`src/rtl/diff_enc_ser.sv`:
```
// diff_enc_ser: differential encoder + LSB-first bit serializer
// AXI-Stream words in, one encoded bit per beat out (BPSK tx path)
module diff_enc_ser #(
  parameter int   C_S00_AXIS_TDATA_WIDTH = 32,
  parameter int   C_M00_AXIS_TDATA_WIDTH = 32,
  parameter int   PREAMBLE_LEN           = 8,
  parameter logic INIT_REF               = 1'b0
) (
  input  logic                                  s00_axis_aclk,
  input  logic                                  s00_axis_aresetn,
  input  logic                                  s00_axis_tvalid,
  input  logic                                  s00_axis_tlast,
  input  logic [C_S00_AXIS_TDATA_WIDTH-1:0]     s00_axis_tdata,
  input  logic [C_S00_AXIS_TDATA_WIDTH/8-1:0]   s00_axis_tstrb,
  output logic                                  s00_axis_tready,
  input  logic                                  m00_axis_tready,
  output logic                                  m00_axis_tvalid,
  output logic                                  m00_axis_tlast,
  output logic [C_M00_AXIS_TDATA_WIDTH-1:0]     m00_axis_tdata,
  output logic [C_M00_AXIS_TDATA_WIDTH/8-1:0]   m00_axis_tstrb
);

  localparam int BW = $clog2(C_S00_AXIS_TDATA_WIDTH);
  localparam int PW =
    (PREAMBLE_LEN > 1) ? $clog2(PREAMBLE_LEN) : 1;
  localparam int PMAX =
    (PREAMBLE_LEN > 0) ? PREAMBLE_LEN - 1 : 0;

  localparam logic [BW-1:0] BIT_LAST =
    BW'(C_S00_AXIS_TDATA_WIDTH - 1);
  localparam logic [PW-1:0] PRE_LAST = PW'(PMAX);

  localparam logic [1:0] S_IDLE   = 2'd0;
  localparam logic [1:0] S_PRE    = 2'd1;
  localparam logic [1:0] S_DATA   = 2'd2;
  localparam logic [1:0] S_STARVE = 2'd3;

  localparam logic [1:0] S_START =
    (PREAMBLE_LEN > 0) ? S_PRE : S_DATA;

  logic clk;
  logic rst;

  logic [1:0]                        state;
  logic [C_S00_AXIS_TDATA_WIDTH-1:0] word;
  logic                              held_last;
  logic [BW-1:0]                     bitcnt;
  logic [PW-1:0]                     pcnt;
  logic                              ref_bit;
  logic                              out_bit;
  logic                              out_last;
  logic                              out_valid;

  logic bit_avail;
  logic advance;
  logic last_bit;
  logic raw;
  logic s_hs;
  logic unused_strb;

  assign clk = s00_axis_aclk;
  assign rst = s00_axis_aresetn;

  assign unused_strb = ^s00_axis_tstrb;

  assign bit_avail = (state == S_PRE) ||
                     (state == S_DATA);
  assign advance   = bit_avail &&
                     (!out_valid || m00_axis_tready);
  assign last_bit  = (bitcnt == BIT_LAST);
  assign raw       = (state == S_PRE) ? 1'b1
                                      : word[bitcnt];

  // word register frees up exactly as its final bit leaves
  assign s00_axis_tready =
    (state == S_IDLE) ||
    (state == S_STARVE) ||
    ((state == S_DATA) && last_bit && advance);

  assign s_hs = s00_axis_tvalid && s00_axis_tready;

  always_ff @(posedge clk or posedge rst) begin
    if (rst) begin
      state     <= S_IDLE;
      word      <= '0;
      held_last <= 1'b0;
      bitcnt    <= '0;
      pcnt      <= '0;
    end else begin
      case (state)
        S_IDLE: begin
          if (s_hs) begin
            word      <= s00_axis_tdata;
            held_last <= s00_axis_tlast;
            bitcnt    <= '0;
            pcnt      <= '0;
            state     <= S_START;
          end
        end
        S_PRE: begin
          if (advance) begin
            if (pcnt == PRE_LAST) begin
              state <= S_DATA;
            end else begin
              pcnt <= pcnt + PW'(1);
            end
          end
        end
        S_DATA: begin
          if (advance) begin
            if (last_bit) begin
              bitcnt <= '0;
              if (s_hs) begin
                word      <= s00_axis_tdata;
                held_last <= s00_axis_tlast;
                pcnt      <= '0;
                state     <= held_last ? S_START
                                       : S_DATA;
              end else begin
                state <= held_last ? S_IDLE
                                   : S_STARVE;
              end
            end else begin
              bitcnt <= bitcnt + BW'(1);
            end
          end
        end
        S_STARVE: begin
          // resume mid-packet: no preamble
          if (s_hs) begin
            word      <= s00_axis_tdata;
            held_last <= s00_axis_tlast;
            bitcnt    <= '0;
            state     <= S_DATA;
          end
        end
        default: state <= S_IDLE;
      endcase
    end
  end

  always_ff @(posedge clk or posedge rst) begin
    if (rst) begin
      ref_bit   <= INIT_REF;
      out_bit   <= 1'b0;
      out_last  <= 1'b0;
      out_valid <= 1'b0;
    end else if (advance) begin
      out_bit   <= ref_bit ^ raw;
      ref_bit   <= ref_bit ^ raw;
      out_last  <= (state == S_DATA) &&
                   last_bit && held_last;
      out_valid <= 1'b1;
    end else if (m00_axis_tready) begin
      out_valid <= 1'b0;
    end
  end

  assign m00_axis_tvalid = out_valid;
  assign m00_axis_tlast  = out_last;
  assign m00_axis_tdata  =
    C_M00_AXIS_TDATA_WIDTH'(out_bit);
  assign m00_axis_tstrb  = '1;

endmodule

```
`config.mk`:
```
export PLATFORM = sky130hd
export DESIGN_NAME = diff_enc_ser
export DESIGN_NICKNAME = d
export VERILOG_FILES = /design/src/rtl/diff_enc_ser.sv
export SDC_FILE = /design/constraint.sdc
export NUM_CORES = 1
export LEC_CHECK = 0
export ABC_CLOCK_PERIOD_IN_PS = 2300
export BUFFER_PORTS_ARGS = -buffer_cell sky130_fd_sc_hd__buf_2
export CORE_ASPECT_RATIO = 0.75
export CORE_MARGIN = 8
export CORE_UTILIZATION = 45
export DETAILED_ROUTE_END_ITERATION = 10
export PLACE_DENSITY = 0.71
export SLEW_MARGIN = 20
export SYNTH_ARGS = -nofsm -noshare
export SYNTH_HDL_FRONTEND = slang
export SYNTH_SLANG_ARGS = --single-unit
```
`constraint.sdc`:
```
create_clock -name s00_axis_aclk -period 2.3 [get_ports s00_axis_aclk]
set_clock_uncertainty 0.15 [all_clocks]
set_input_delay 0.345 -clock s00_axis_aclk [delete_from_list [all_inputs] [get_ports s00_axis_aclk]]
set_output_delay 0.345 -clock s00_axis_aclk [all_outputs]
set_load 0.01 [all_outputs]
```
# Word level (Yosys, flattened, before mapping)
# Index checks and enable logic that the tools add are counted.
[word_totals] regBits=46 mem_count=0 ram_bits=0 in_bits=41 wordCells=77 mem_bits_ro=0 latch_bits=0 out_inout_bits=39
[op_classes] n_div=0 eq_ne=13 mul=0 mux=33 n_reduce_logical=19 bitwise_logic=1 n_shift=0 n_lt_le_gt_ge=1 n_addsub=2
[op_table] op="32-bit two-way mux" count=3
[op_table] op="32-bit one-hot mux with 2 select lines" count=1
[op_table] op="2-bit two-way mux" count=9
[op_table] op="3-bit two-way mux" count=5
[op_table] op="5-bit two-way mux" count=3
[op_table] op="2-bit inequality test, second input constant" count=6
[op_table] op="5-bit one-hot mux with 2 select lines" count=1
[op_table] op="3-bit one-hot mux with 3 select lines" count=1
[op_table] op="2-bit one-hot mux with 4 select lines" count=1
[op_table] op="1-bit two-way mux" count=7
[op_table] op="5-bit by 6-bit less-than comparator with 1-bit output, second input constant" count=1
[op_table] op="3-bit AND reduction" count=2
[op_table] op="6-bit AND reduction" count=1
[op_table] op="5-bit by 1-bit adder with 5-bit output, second input constant" count=1
[op_table] op="1-bit binary-select mux with 5-bit select" count=1
[op_table] op="5-bit equality test, second input constant" count=1
[op_table] op="1-bit logical AND" count=5
[op_table] op="5-bit AND reduction" count=1
[op_table] op="2-bit equality test, second input constant" count=2
[op_table] op="1-bit logical OR" count=4
[op_table] op="2-bit by 1-bit inequality test with 1-bit output, second input constant" count=2
[op_table] op="2-bit nonzero test" count=2
[op_table] op="3-bit by 1-bit adder with 3-bit output, second input constant" count=1
[op_table] op="3-bit equality test, second input constant" count=1
[op_table] op="7 further kinds" count=7

# Longest topological paths before layout
# Gate-level depths: netlist of run 1.
[depth] depth_word=10 mapped_depth=7 depth_no_buf=7

# Worst setup path after synthesis of run 1
# OpenSTA, ideal clock, no wires.
[synth_path] kind="register to register" start="register bitcnt[0]" end="register state[1]" synth_period_minus_slack_ps=2125 path_stages_with_launch=8 n_path_buf=0 setup_ps=125 t_required_ps=2025 setup_slack_ps=175 arrival_ps=1850 cell_sequence="dfrtp_1 -> ha_1 -> and3_1 -> ha_1 -> a31o_2 -> a21oi_1 -> nor3_1 -> mux2_2"
[synth_between] elab_chain_cells=9 elab_cells_between_ends=13 cone_classes="4 x eq/ne; 4 x mux; 5 x reduce/logical"
[synth_lines] item="start: declaration" line="47" rtl="logic [BW-1:0] bitcnt;"
[synth_lines] item="start signal: assignment" line="124" rtl="bitcnt <= bitcnt + BW'(1);"
[synth_lines] item="5-bit equality test (*)" line="70" rtl="assign last_bit = (bitcnt == BIT_LAST);"
[synth_lines] item="1-bit logical AND (*) (2 in series)" line="78" rtl="((state == S_DATA) && last_bit && advance);"
[synth_lines] item="1-bit logical OR (*)" line="77" rtl="(state == S_STARVE) ||"
[synth_lines] item="net s00_axis_tready" line="15" rtl="output logic s00_axis_tready,"
[synth_lines] item="1-bit logical AND (*)" line="80" rtl="assign s_hs = s00_axis_tvalid && s00_axis_tready;"
[synth_lines] item="2-bit two-way mux" line="113" rtl="if (s_hs) begin"
[synth_lines] item="2-bit two-way mux" line="111" rtl="if (last_bit) begin"
[synth_lines] item="2-bit two-way mux" line="110" rtl="if (advance) begin"
[synth_lines] item="2-bit one-hot mux with 4 select lines" line="90" rtl="case (state)"
[synth_lines] item="end signal: assignment" line="117" rtl="state <= held_last ? S_START"
[synth_lines] item="end signal: assignment" line="120" rtl="state <= held_last ? S_IDLE"
[synth_lines] item="end: declaration" line="44" rtl="logic [1:0] state;"
# Mark *: on every way through the listed nets, which the timed path passes. The rest lies on a longest branch. The select of a mux whose other input is x is not followed.
# A chain may end at the register's enable or synchronous reset.

# Final worst setup path of run 1
[layout_path] start="register state[1]" end="register word[31]"
[layout_between] elab_chain_cells=10 elab_cells_between_ends=20 cone_classes="5 x eq/ne; 4 x mux; 11 x reduce/logical"
[layout_lines] item="2-bit by 1-bit equality test with 1-bit output / 2-bit equality test (equally long branches)"
[layout_lines] item="1-bit logical OR" line="66" rtl="assign bit_avail = (state == S_PRE) ||"
[layout_lines] item="1-bit logical AND" line="68" rtl="assign advance = bit_avail &&"
[layout_lines] item="1-bit logical AND" line="78"
[layout_lines] item="1-bit logical OR" line="77"
[layout_lines] item="1-bit logical AND" line="80"
[layout_lines] item="32-bit two-way mux (3 in series)"
[layout_lines] item="32-bit one-hot mux with 2 select lines" line="90"
[layout_lines] item="end signal: assignment" line="93" rtl="word <= s00_axis_tdata;"
[layout_lines] item="end signal: assignment" line="114" rtl="word <= s00_axis_tdata;"
[layout_lines] item="end signal: assignment" line="131" rtl="word <= s00_axis_tdata;"
[layout_lines] item="end: declaration" line="45" rtl="logic [C_S00_AXIS_TDATA_WIDTH-1:0] word;"
# Parallel ways exist; a longest one is shown, timed or not. The select of a mux whose other input is x is not followed.

==> impl_results.md, run 1 <==
- Non-Filler Instances: approximately 360
- Root Buffer: clkbuf_8
- Power share of the sequential group: a little over a third
- Drt total wl: 5.14 mm
- I/O Pins: 80
- 1st-iter DRT viols: between 70 and 80
- CTS buffer count: 5
- Post-synthesis mux area share: between 20% and 30%
- Max stage delay on crit path: a little under 0.4 ns
- Crit-path max FO: 17
- Critical-path top delay cell: dfrtp_1
- Cell area after synthesis: approximately 0.0027 mm2
- Largest net degree at the start of global routing: 26
- Initial antenna violation count: 0
- Power density over cell area: 1360 mW/mm2
- Layout cell share with drive strength beyond 1: 36.3%
- IO Port Bufs: 40
- Highest Clock Rate: about 450 MHz
- H-tree Lvls: 2
- Drt pass-1 iters: 4
- Footprint of the multi-input gates: 0.00130 mm2
- Worst Setup SP: state[1]
- Yosys warning total: 0
- R2R Path End: word[31]
- Placed cell area: about 0.0029 mm2
- Total Power: 4.06 mW
- Net load switching power: ~1.5 mW
- Register-to-Register Path Depth: 7
- Final period util: 95.8%
- Run status: complete, no violations
- Vias: 1790
- # fillers: 520
- WP depth: 7
- # Post-CTS Setup Buffers: 0
- FF+latch count, synth: 46
- Worst-Margin Slew: 0.843 ns
- Setup slack after layout: 0.0958 ns
- Tmin final: about 2.2 ns
- Seq/Total Area, Yosys: 42.7%
- Critical path class: flop to flop
- First-pass GRT wire length: about 8.5 mm
- Worst path required time: around 2.3 ns
- Gr ovfl total: 0
- Compound-Gate Fraction of Synth Area: 9.65%
- Residual DRC: 0
- Clk Latency, worst-skew pair: 0.29 ns
- Synth area leaders: dfrtp_1 (43%), mux2_2 (15%), buf_4 (10%), ha_1 (3.7%), mux2i_1 (3.0%)
- Clock-pin slew on the worst setup and hold paths: around 0.090 ns
- Largest area contributor in the netlist: dfrtp_1
- Max clock buf depth: 2
- Pre-CTS setup slack: 0.102 ns
- Family with the most delay on the worst path: flip-flops
- Comb power frac: between 50% and 60%
- Unrepaired setup endpoints after global routing: true
- Asr flop ratio synth: 100%
- Hpwl dp: 4.05 mm
- Post-synth cell types: 44
- Most frequent cell after synthesis: dfrtp_1
- WP buf/inv: 2
- Leak pwr: 1.38 nW
- Max-cap violations: 0
- CP cell instances: inv_1 > ha_1 > and2_2 > a21boi_2 > nor2_2 > buf_4 > mux2_2
- Initial core utilization: 46.5%
- Vias in the first global route: around 1.8k
- Gr usage total: 11.6%
- Synth top cells by count: dfrtp_1 (46), buf_4 (36), mux2_2 (35), nand2_1 (13), inv_1 (9)
- Worst slew margin: 43.5%
- Rows: 24
- Fin. max-slew vios: 0
- Top-area cell type share of the netlist area: 42.7%
- Syn_area_per_cell: about 11 um2
- Xor-xnor portion of the synthesized cell area: 0%
- DIE HEIGHT: 83.1 um
- Simple logic cell fraction of the synthesized area: 8.58%
- Peak VDD IR: about 550 uV
- Final setup fails: 0
- Setup crit start kind: flop
- Syn-to-layout area delta: 10.7%
- Hold Vio Cnt, Final: 0
- Ys flop type: dfrtp_1
- Mapped Cells: 237
- Worst hold path type: primary input to flop
- Antenna Violating Nets Remaining: 0
- Post-synth EDFFs: 0
- CTS tree: yes
- Die area: 0.00875 mm2
- Via/cell ratio: 4.94
- Routability cong.: slightly below 0.8
- Drt wl/cell: 14.2 um
- Internal: 2.60 mW
- Post-Synth Adder-Cell Area: under 10%
- R2R setup slack: 0.1 ns
- Utilization after layout: between 50% and 60%
- Register area: 0.00115 mm2
- Net switching fraction of the power: between 30% and 40%
- Die width: 105 um
- Reg2reg start: state[1]
- Design area: 0.00299 mm2
- CP endpoint: word[31]
- Core area: 0.00580 mm2
- Antenna Diode Count: 0
- Largest family of logic cells by synthesized area: multiplexers
- Dpl cells: 353
- CP Capture Type: flop
- Clk network pwr share: around 15%
- Clock Sinks: 46
- Nets: 332
- Critical Path AT: 2.24 ns
power by group through the flow:
stage | sequential (mW) | clock, mW | combinational, mW
2_1_floorplan | 1.38 | 0 | 1.70
3_3_place_gp | 1.42 | 0 | 1.98
3_5_place_dp | 1.45 | 0 | 2.04
4_1_cts | 1.43 | 0.616 | 2.05
5_1_grt | 1.47 | 0.638 | 2.26
6_report | 1.43 | 0.591 | 2.04
layout by cell type, fill, tap and decap left out, types with 3 or more instances in the layout:
| cell | instances |
|---|---|
| a21oi_1 | 5 |
| a22oi_1 | 3 |
| a31oi_1 | 3 |
| buf_2 | 40 |
| buf_4 | 8 |
| clkbuf_8 | 5 |
| conb_1 | 35 |
| dfrtp_1 | 46 |
| ha_1 | 7 |
| inv_1 | 8 |
| mux2_2 | 35 |
| mux2i_1 | 8 |
| nand2_1 | 13 |
| nand2b_1 | 5 |
| nand3_1 | 5 |
| nor2_1 | 8 |
| o21ai_0 | 8 |
| o2bb2ai_1 | 5 |
how the worst min path moves through the flow:
stage                  startpoint        to  slack (ns)  cells after the start
2_1_floorplan            word[21]  word[21]        0.32                      1
3_3_place_gp     s00_axis_aresetn  word[27]        0.29                      2
3_5_place_dp     s00_axis_aresetn  word[27]        0.29                      2
4_1_cts         s00_axis_tdata[4]   word[4]        0.12                      2
5_1_grt        s00_axis_tdata[24]  word[24]        0.11                      2
6_report        s00_axis_tdata[4]   word[4]        0.12                      2
timing repair:
action,in CTS,in global routing
gates resized for setup,0,2
endpoints found under the hold margin,21,0
endpoints found under the setup margin,0,5
hold buffers,1,0
state kept, by name, indices dropped and copies added, names as in the netlist:
register and count:
bitcnt 5, held_last 1, m00_axis_tlast 1, m00_axis_tvalid 1, out_bit 1, pcnt 3, state 2, word 32
per-layer routing:
layer / vias up / part of all wire (%) / routed length, um / GRT usage [%]
li1: 857 / - / - / -
met1: 866 / 47 / 2440 / 15.2
met2: 62 / 44 / 2250 / 17.9
met3: 5 / 8.0 / 413 / 3.70
met4: 0 / 0.60 / 31 / 3.10
met5: - / 0 / 0 / 0
metrics by stage:
stage / hold WS (ns) / setup TNS, ns
after global placement: 0.293 / 0
after detailed placement: 0.292 / 0
after floorplan: 0.322 / 0
final: 0.124 / 0
after CTS: 0.116 / 0
after global routing: 0.115 / -0.00853
layout make-up:
cell class	instances	area share (%)
inverter	9	1.13
clock inverter	2	1.26
tap	78	3.27
multi-input combinational	171	43.6
timing repair buffer	50	9.72
sequential	46	38.6
clock buffer	6	2.43
cell families (layout without fill, tap and decap cells):
kind of cell	after synthesis	count (layout)
muxes	47	47
adders and majority gates	8	8
and+or+nand+nor	45	45
buffers and inverters	53	67
AOI/OAI and AO/OA	36	36
DFF	46	46
other	2	35
No activity file was read; power rests on OpenSTA's default activity.
==> inputs of run 2 (changes only) <==
--- a/config.mk
+++ b/config.mk
@@ -9,9 +9,9 @@
 export BUFFER_PORTS_ARGS = -buffer_cell sky130_fd_sc_hd__buf_2
 export CORE_ASPECT_RATIO = 0.75
 export CORE_MARGIN = 8
-export CORE_UTILIZATION = 45
+export CORE_UTILIZATION = 49
 export DETAILED_ROUTE_END_ITERATION = 10
-export PLACE_DENSITY = 0.71
+export PLACE_DENSITY_LB_ADDON = 0.15
 export SLEW_MARGIN = 20
 export SYNTH_ARGS = -nofsm -noshare
 export SYNTH_HDL_FRONTEND = slang
==> run 2 against run 1 <==
Worst hold slack worse by 0.097 ns. Final area is 0.67% lower. Critical path type is now flop to output pin. Combinational power hardly changed.
==> impl_results.md, run 2 (synthesis results as in run 1) <==
- Leak pwr: 1.37 nW
- Rows: 23
- Hold buffers post-CTS: 0
- Most common cell after layout, fill and taps aside: dfrtp_1
- Gr ovfl total: 0
- Peak VDD IR: between 500 and 600 uV
- Die width: 102 um
- CP cell instances: ha_1 > and3_1 > ha_2 > a31o_2 > buf_2
- Critical-path top delay cell: dfrtp_1
- Largest net degree at the start of global routing: 47
- Die area: 0.00816 mm2
- Final period util: ~95%
- Worst path required time: roughly 1.8 ns
- Clock-pin slew on the worst setup and hold paths: approximately 0.080 ns
- Max clock buf depth: 2
- Max stage delay on crit path: 0.39 ns
- Syn-to-layout area delta: 9.93%
- Antenna Violating Nets Remaining: 0
- H-tree Lvls: 2
- First-pass GRT wire length: 8.10 mm
- Critical Path AT: 1.70 ns
- Register-to-Register Path Depth: 7
- CTS tree: yes
- Routability cong.: 0.763
- Drt wl/cell: around 14 um
- Most frequent cells in the layout: dfrtp_1 (46), buf_2 (40), mux2_2 (35), conb_1 (35), nand2_1 (13)
- Run status: complete, no violations
- Root Buffer: clkbuf_8
- I/O Pins: 80
- Max-cap violations: 0
- Gr usage total: 12.5%
- Hold Vio Cnt, Final: 0
- Layout cell share with drive strength beyond 1: about 36%
- Biggest registers after layout: word (32), bitcnt (5), pcnt (3)
- Tmin final: approximately 2.2 ns
- # fillers: 488
- Antenna Diode Count: 0
- Via/cell ratio: 4.92
- Worst-Margin Slew: around 0.58 ns
- Drt total wl: 5.02 mm
- Vias in the first global route: 1727
- Max reg flops: 32
- Pre-CTS setup slack: approximately 0.11 ns
- Hpwl dp: about 3.8 mm
- Register area: 0.00115 mm2
- Core area: 0.00532 mm2
- Setup crit start kind: flop
- Clk Latency, worst-skew pair: 0.29 ns
- Setup slack after layout: 0.109 ns
- Power density over cell area: around 1400 mW/mm2
- Largest reg by FF count: word
- Initial core utilization: 50.7%
- DIE HEIGHT: 80.3 um
- Unrepaired setup endpoints after global routing: true
- Dpl cells: 350
- 1st-iter DRT viols: 81
- Residual DRC: 0
- Footprint of the multi-input gates: roughly 0.0013 mm2
- IO Port Bufs: 40
- CP Capture Type: output pin
- Drt pass-1 iters: 4
- CTS buffer count: 5
- Vias: 1761
- Final setup fails: 0
- Critical path class: flop to output pin
- Worst slew margin: 61.6%
- Fin. max-slew vios: 0
- Nets: 331
- Crit-path max FO: 5
- Non-Filler Instances: 358
- Highest Clock Rate: 456 MHz
- Initial antenna violation count: 0
- Worst hold path type: primary input to async pin
- Clock Sinks: between 40 and 50
==> run 2: per-stage QoR <==
stage	TNS, ns	hold slack, ns	utilization, %	power, mW	cell area, um2
after floorplan	0	0.322	-	3.08	2820
after global placement	0	0.317	53.6	3.45	2850
after detailed placement	0	0.324	53.6	3.50	2850
after CTS	0	0.0474	55.6	4.10	2960
after global routing	-0.00759	0.0848	55.7	4.39	2970
final	0	0.0269	55.7	4.06	2970
==> run 2: repair_timing <==
action,CTS,global route
setup endpoints to repair,0,34
resized for setup,0,2
buffers inserted,0,0
==> run 2: path summary, 6_finish.rpt <==
kind	start	end	slack [ns]
hold reg to reg	m00_axis_tlast	m00_axis_tlast	0.34
setup reg to reg	state[1]	word[7]	0.15
max in group asynchronous	s00_axis_aresetn	word[2]	1.58
min in group s00_axis_aclk	s00_axis_tdata[12]	word[12]	0.12
hold / removal	s00_axis_aresetn	word[27]	0.03
setup / recovery	bitcnt[0]	s00_axis_tready	0.11
==> run 2: critical path, delay by kind of cell, from the launching register on <==
family,cells,cell delay [ns]
simple gates,1,0.19
fa+ha+maj,2,0.43
flops,1,0.39
compound gates,1,0.24
buf+inv,1,0.14
==> run 2: area by class of cell <==
cell class | count | share of cell area (%)
inverter | 9 | 1.14
clock inverter | 1 | 1.01
multi-input combinational | 171 | 43.8
clock buffer | 7 | 2.57
tap | 75 | 3.16
timing repair buffer | 49 | 9.45
sequential | 46 | 38.8
==> run 2: metal layers <==
| layer | track usage, % | vias to the layer above | wire, um |
|---|---|---|---|
| met5 | 0 | - | 0 |
| met4 | 3.56 | 0 | 20 |
| met3 | 4.49 | 2 | 461 |
| met2 | 17.5 | 57 | 2130 |
| met1 | 17.5 | 849 | 2410 |
| li1 | - | 853 | - |
==> run 2: power breakdown <==
group	switching (mW)	leakage (nW)	total, mW	internal [mW]
sequential	0.216	0.553	1.42	1.20
clock	0.261	0.0524	0.586	0.325
combinational	0.954	0.765	2.05	1.10
==> inputs of run 3 (changes only) <==
--- a/config.mk
+++ b/config.mk
@@ -5,6 +5,7 @@
 export SDC_FILE = /design/constraint.sdc
 export NUM_CORES = 1
 export LEC_CHECK = 0
+export ABC_AREA = 1
 export ABC_CLOCK_PERIOD_IN_PS = 2300
 export BUFFER_PORTS_ARGS = -buffer_cell sky130_fd_sc_hd__buf_2
 export CORE_ASPECT_RATIO = 0.75
==> run 3 against run 2 <==
Fmax increased by 1.2%. Critical path depth rose by 6. Largest power group unchanged. Worst setup slack better by 0.026 ns. Critical endpoint is now word[8]. Largest cell class unchanged.
==> impl_results.md, run 3 <==
- Run status: complete, no violations
- CP cell instances: ha_1 > nand2_1 > nor2_1 > ha_1 > nand3_2 > nand2_1 > nand2_1 > inv_2 > buf_4 > o21ai_4 > mux2_2
- Initial core utilization: between 50% and 60%
- Core area: 0.00530 mm2
- Vias: 2184
- Most common cell after layout, fill and taps aside: nand2_1
- Reg2reg start: bitcnt[0]
- Top-area cell type share of the netlist area: 43.0%
- Largest area contributor in the netlist: dfrtp_1
- Mapped Cells: 336
- Max clock buf depth: 2
- Residual DRC: 0
- Asr flop ratio synth: 100%
- Gr usage total: roughly 14%
- Dpl cells: between 400 and 500
- Synth area leaders: dfrtp_1 (43%), buf_4 (10%), nand2_1 (7.2%), nand3_1 (6.4%), inv_1 (6.3%)
- Tmin final: 2.16 ns
- Cell seen most often among critical-path stages: nand2_1
- Drt total wl: 5.85 mm
- Non-Filler Instances: 470
- Highest Clock Rate: 462 MHz
- Most frequent cells in the layout: nand2_1 (51), dfrtp_1 (46), inv_1 (43)
- Max-cap violations: 0
- I/O Pins: 80
- Vias in the first global route: 2074
- R2R setup slack: 0.14 ns
- Root Buffer: clkbuf_8
- Most frequent cell after synthesis: nand2_1
- Power density over cell area: 1330 mW/mm2
- Yosys warning total: 0
- Fin. max-slew vios: 0
- Antenna Diode Count: 0
- Clock-pin slew on the worst setup and hold paths: 0.08 ns
- Drt wl/cell: roughly 12 um
- First-pass GRT wire length: 9.04 mm
- Post-synth cell types: 26
- R2R Path End: word[8]
- H-tree Lvls: 2
- Hpwl dp: a little over 4 mm
- Final setup fails: 0
- Initial antenna violation count: 0
- Antenna Violating Nets Remaining: 0
- Family with the most delay on the worst path: adder cells
- Critical Path AT: 2.20 ns
- Post-synth EDFFs: 0
- Leak pwr: 1.69 nW
- Setup crit start kind: flop
- FF+latch count, synth: 46
- Drt pass-1 iters: 4
- WHS: about 0.12 ns
- Syn_area_per_cell: 7.97 um2
- # fillers: 521
- Die area: 0.00811 mm2
- Worst hold path type: primary input to flop
- Worst hold path endpoint: word[4]
- Crit-path max FO: 7
- Unrepaired setup endpoints after global routing: true
- Max stage delay on crit path: 0.39 ns
- Clk Latency, worst-skew pair: 0.30 ns
- WP buf/inv: 2
- Ys flop type: dfrtp_1
- Seq/Total Area, Yosys: 43.0%
- Critical path class: flop to flop
- Biggest registers after layout: word (32), bitcnt (5), pcnt (3)
- Register-to-Register Path Depth: 11
- Gr ovfl total: 0
- Worst hold start: s00_axis_tdata[4]
- IO Port Bufs: 40
- Critical-path top delay cell: dfrtp_1
- Peak VDD IR: 583 uV
- Via/cell ratio: 4.65
- Pre-CTS setup slack: slightly below 0.07 ns
- Largest reg by FF count: word
- Nets: 443
- WHS Path Cells: 2
- Cell area after synthesis: 0.00268 mm2
- Worst-Margin Slew: around 0.85 ns
- Clock Sinks: 46
- CP Capture Type: flop
- Syn-to-layout area delta: 16.5%
- Largest net degree at the start of global routing: 36
- DIE HEIGHT: 80.0 um
- Layout cell share with drive strength beyond 1: 21.8%
- Setup slack after layout: ~0.14 ns
- CTS buffer count: 5
- CTS tree: yes
- Synth top cells by count: nand2_1 (51), dfrtp_1 (46), inv_1 (45), nor2_1 (41), buf_4 (36)
- Rows: 23
- Worst path required time: 2.33 ns
- Routability cong.: 0.908
- 1st-iter DRT viols: 102
- Hold Vio Cnt, Final: 0
- Die width: 101 um
- Max reg flops: 32
- Worst slew margin: 42.9%
- Final period util: 94.1%
==> run 3: changes by cell type after synthesis, sizes merged, moves of 4 or more <==
cell     change
inv         +38
nand2       +38
nor2        +32
nand3       +30
a21oi       +29
mux2        -29
mux2i        -8
nand2b       -6
clkbuf       +5
o2bb2ai      -5
mux4         -4
o21ai        +4
==> run 3: report_power, final <==
part / internal [mW] / total, mW / leakage, nW / switching [mW]
sequential: 1.17 / 1.30 / 0.528 / 0.134
combinational: 0.987 / 2.32 / 1.11 / 1.33
clock: 0.243 / 0.510 / 0.0482 / 0.268
total: 2.40 / 4.13 / 1.69 / 1.73
==> run 3: worst max-delay path by stage <==
| stage | start | end | slack [ns] | cells past startpoint |
|---|---|---|---|---|
| 3_3_place_gp | state[1] | word[25] | 0.1 | 12 |
| 3_5_place_dp | state[1] | word[26] | 0.07 | 12 |
| 5_1_grt | bitcnt[0] | pcnt[0] | -0.03 | 12 |
| 2_1_floorplan | state[1] | word[0] | 0.09 | 11 |
| 6_report | bitcnt[0] | word[8] | 0.14 | 11 |
| 4_1_cts | state[1] | word[26] | 0.05 | 12 |
==> run 3: what timing repair did <==
| item | 4_1_cts | 5_1_grt |
|---|---|---|
| setup buffers | 0 | 8 |
| hold endpoints to repair | 21 | 0 |
| hold buffers | 1 | 0 |
| setup endpoints to repair | 0 | 34 |
| resized for setup | 0 | 4 |
==> run 3: worst register-to-register path, delay by kind of cell, from the launching register on <==
family          cells  cell delay, ns
simple gates        5            0.39
flops               1            0.39
fa+ha+maj           2            0.42
mux                 1            0.36
compound gates      1            0.10
buf+inv             2            0.25
==> run 3: per-layer routing <==
layer  routed length, um  GRT usage [%]  vias to the layer above
met3                 462           4.88                        8
met5                   0              0                        -
met4                  57           4.15                        0
met2                2550           21.1                       64
li1                    -              -                     1109
met1                2780           17.7                     1003
==> run 3: logic make-up (layout without fill, tap and decap cells) <==
group / Yosys count / after routing / synth area share (%)
AND/OR/NAND/NOR: 129 / 129 / 20.1
other: 2 / 35 / 0.281
buffers and inverters: 94 / 118 / 19.1
XOR/XNOR: 1 / 1 / 0.327
multiplexers: 6 / 6 / 3.09
flip-flops: 46 / 46 / 43.0
AO/OA/AOI/OAI: 50 / 52 / 10.4
adder cells (fa/ha/maj): 8 / 8 / 3.74
==> run 3: through the flow <==
stage	setup TNS [ns]	power (mW)	utilization, %	area (um2)
finish	0	4.13	58.9	3120
global route	-0.0283	4.52	58.9	3120
CTS	0	3.84	56.5	2990
detailed placement	0	3.33	54.6	2890
global placement	0	3.28	54.6	2890
floorplan	0	2.85	-	2800
==> run 3: layout make-up <==
type                       count  area (um2)  share of cell area [%]
clock buffer                   7        86.3                    2.77
clock inverter                 1        5.00                   0.161
multi-input combinational    231        1190                    38.1
inverter                      47         176                    5.66
sequential                    46        1150                    36.9
timing repair buffer          63         418                    13.4
tap                           75        93.8                    3.01
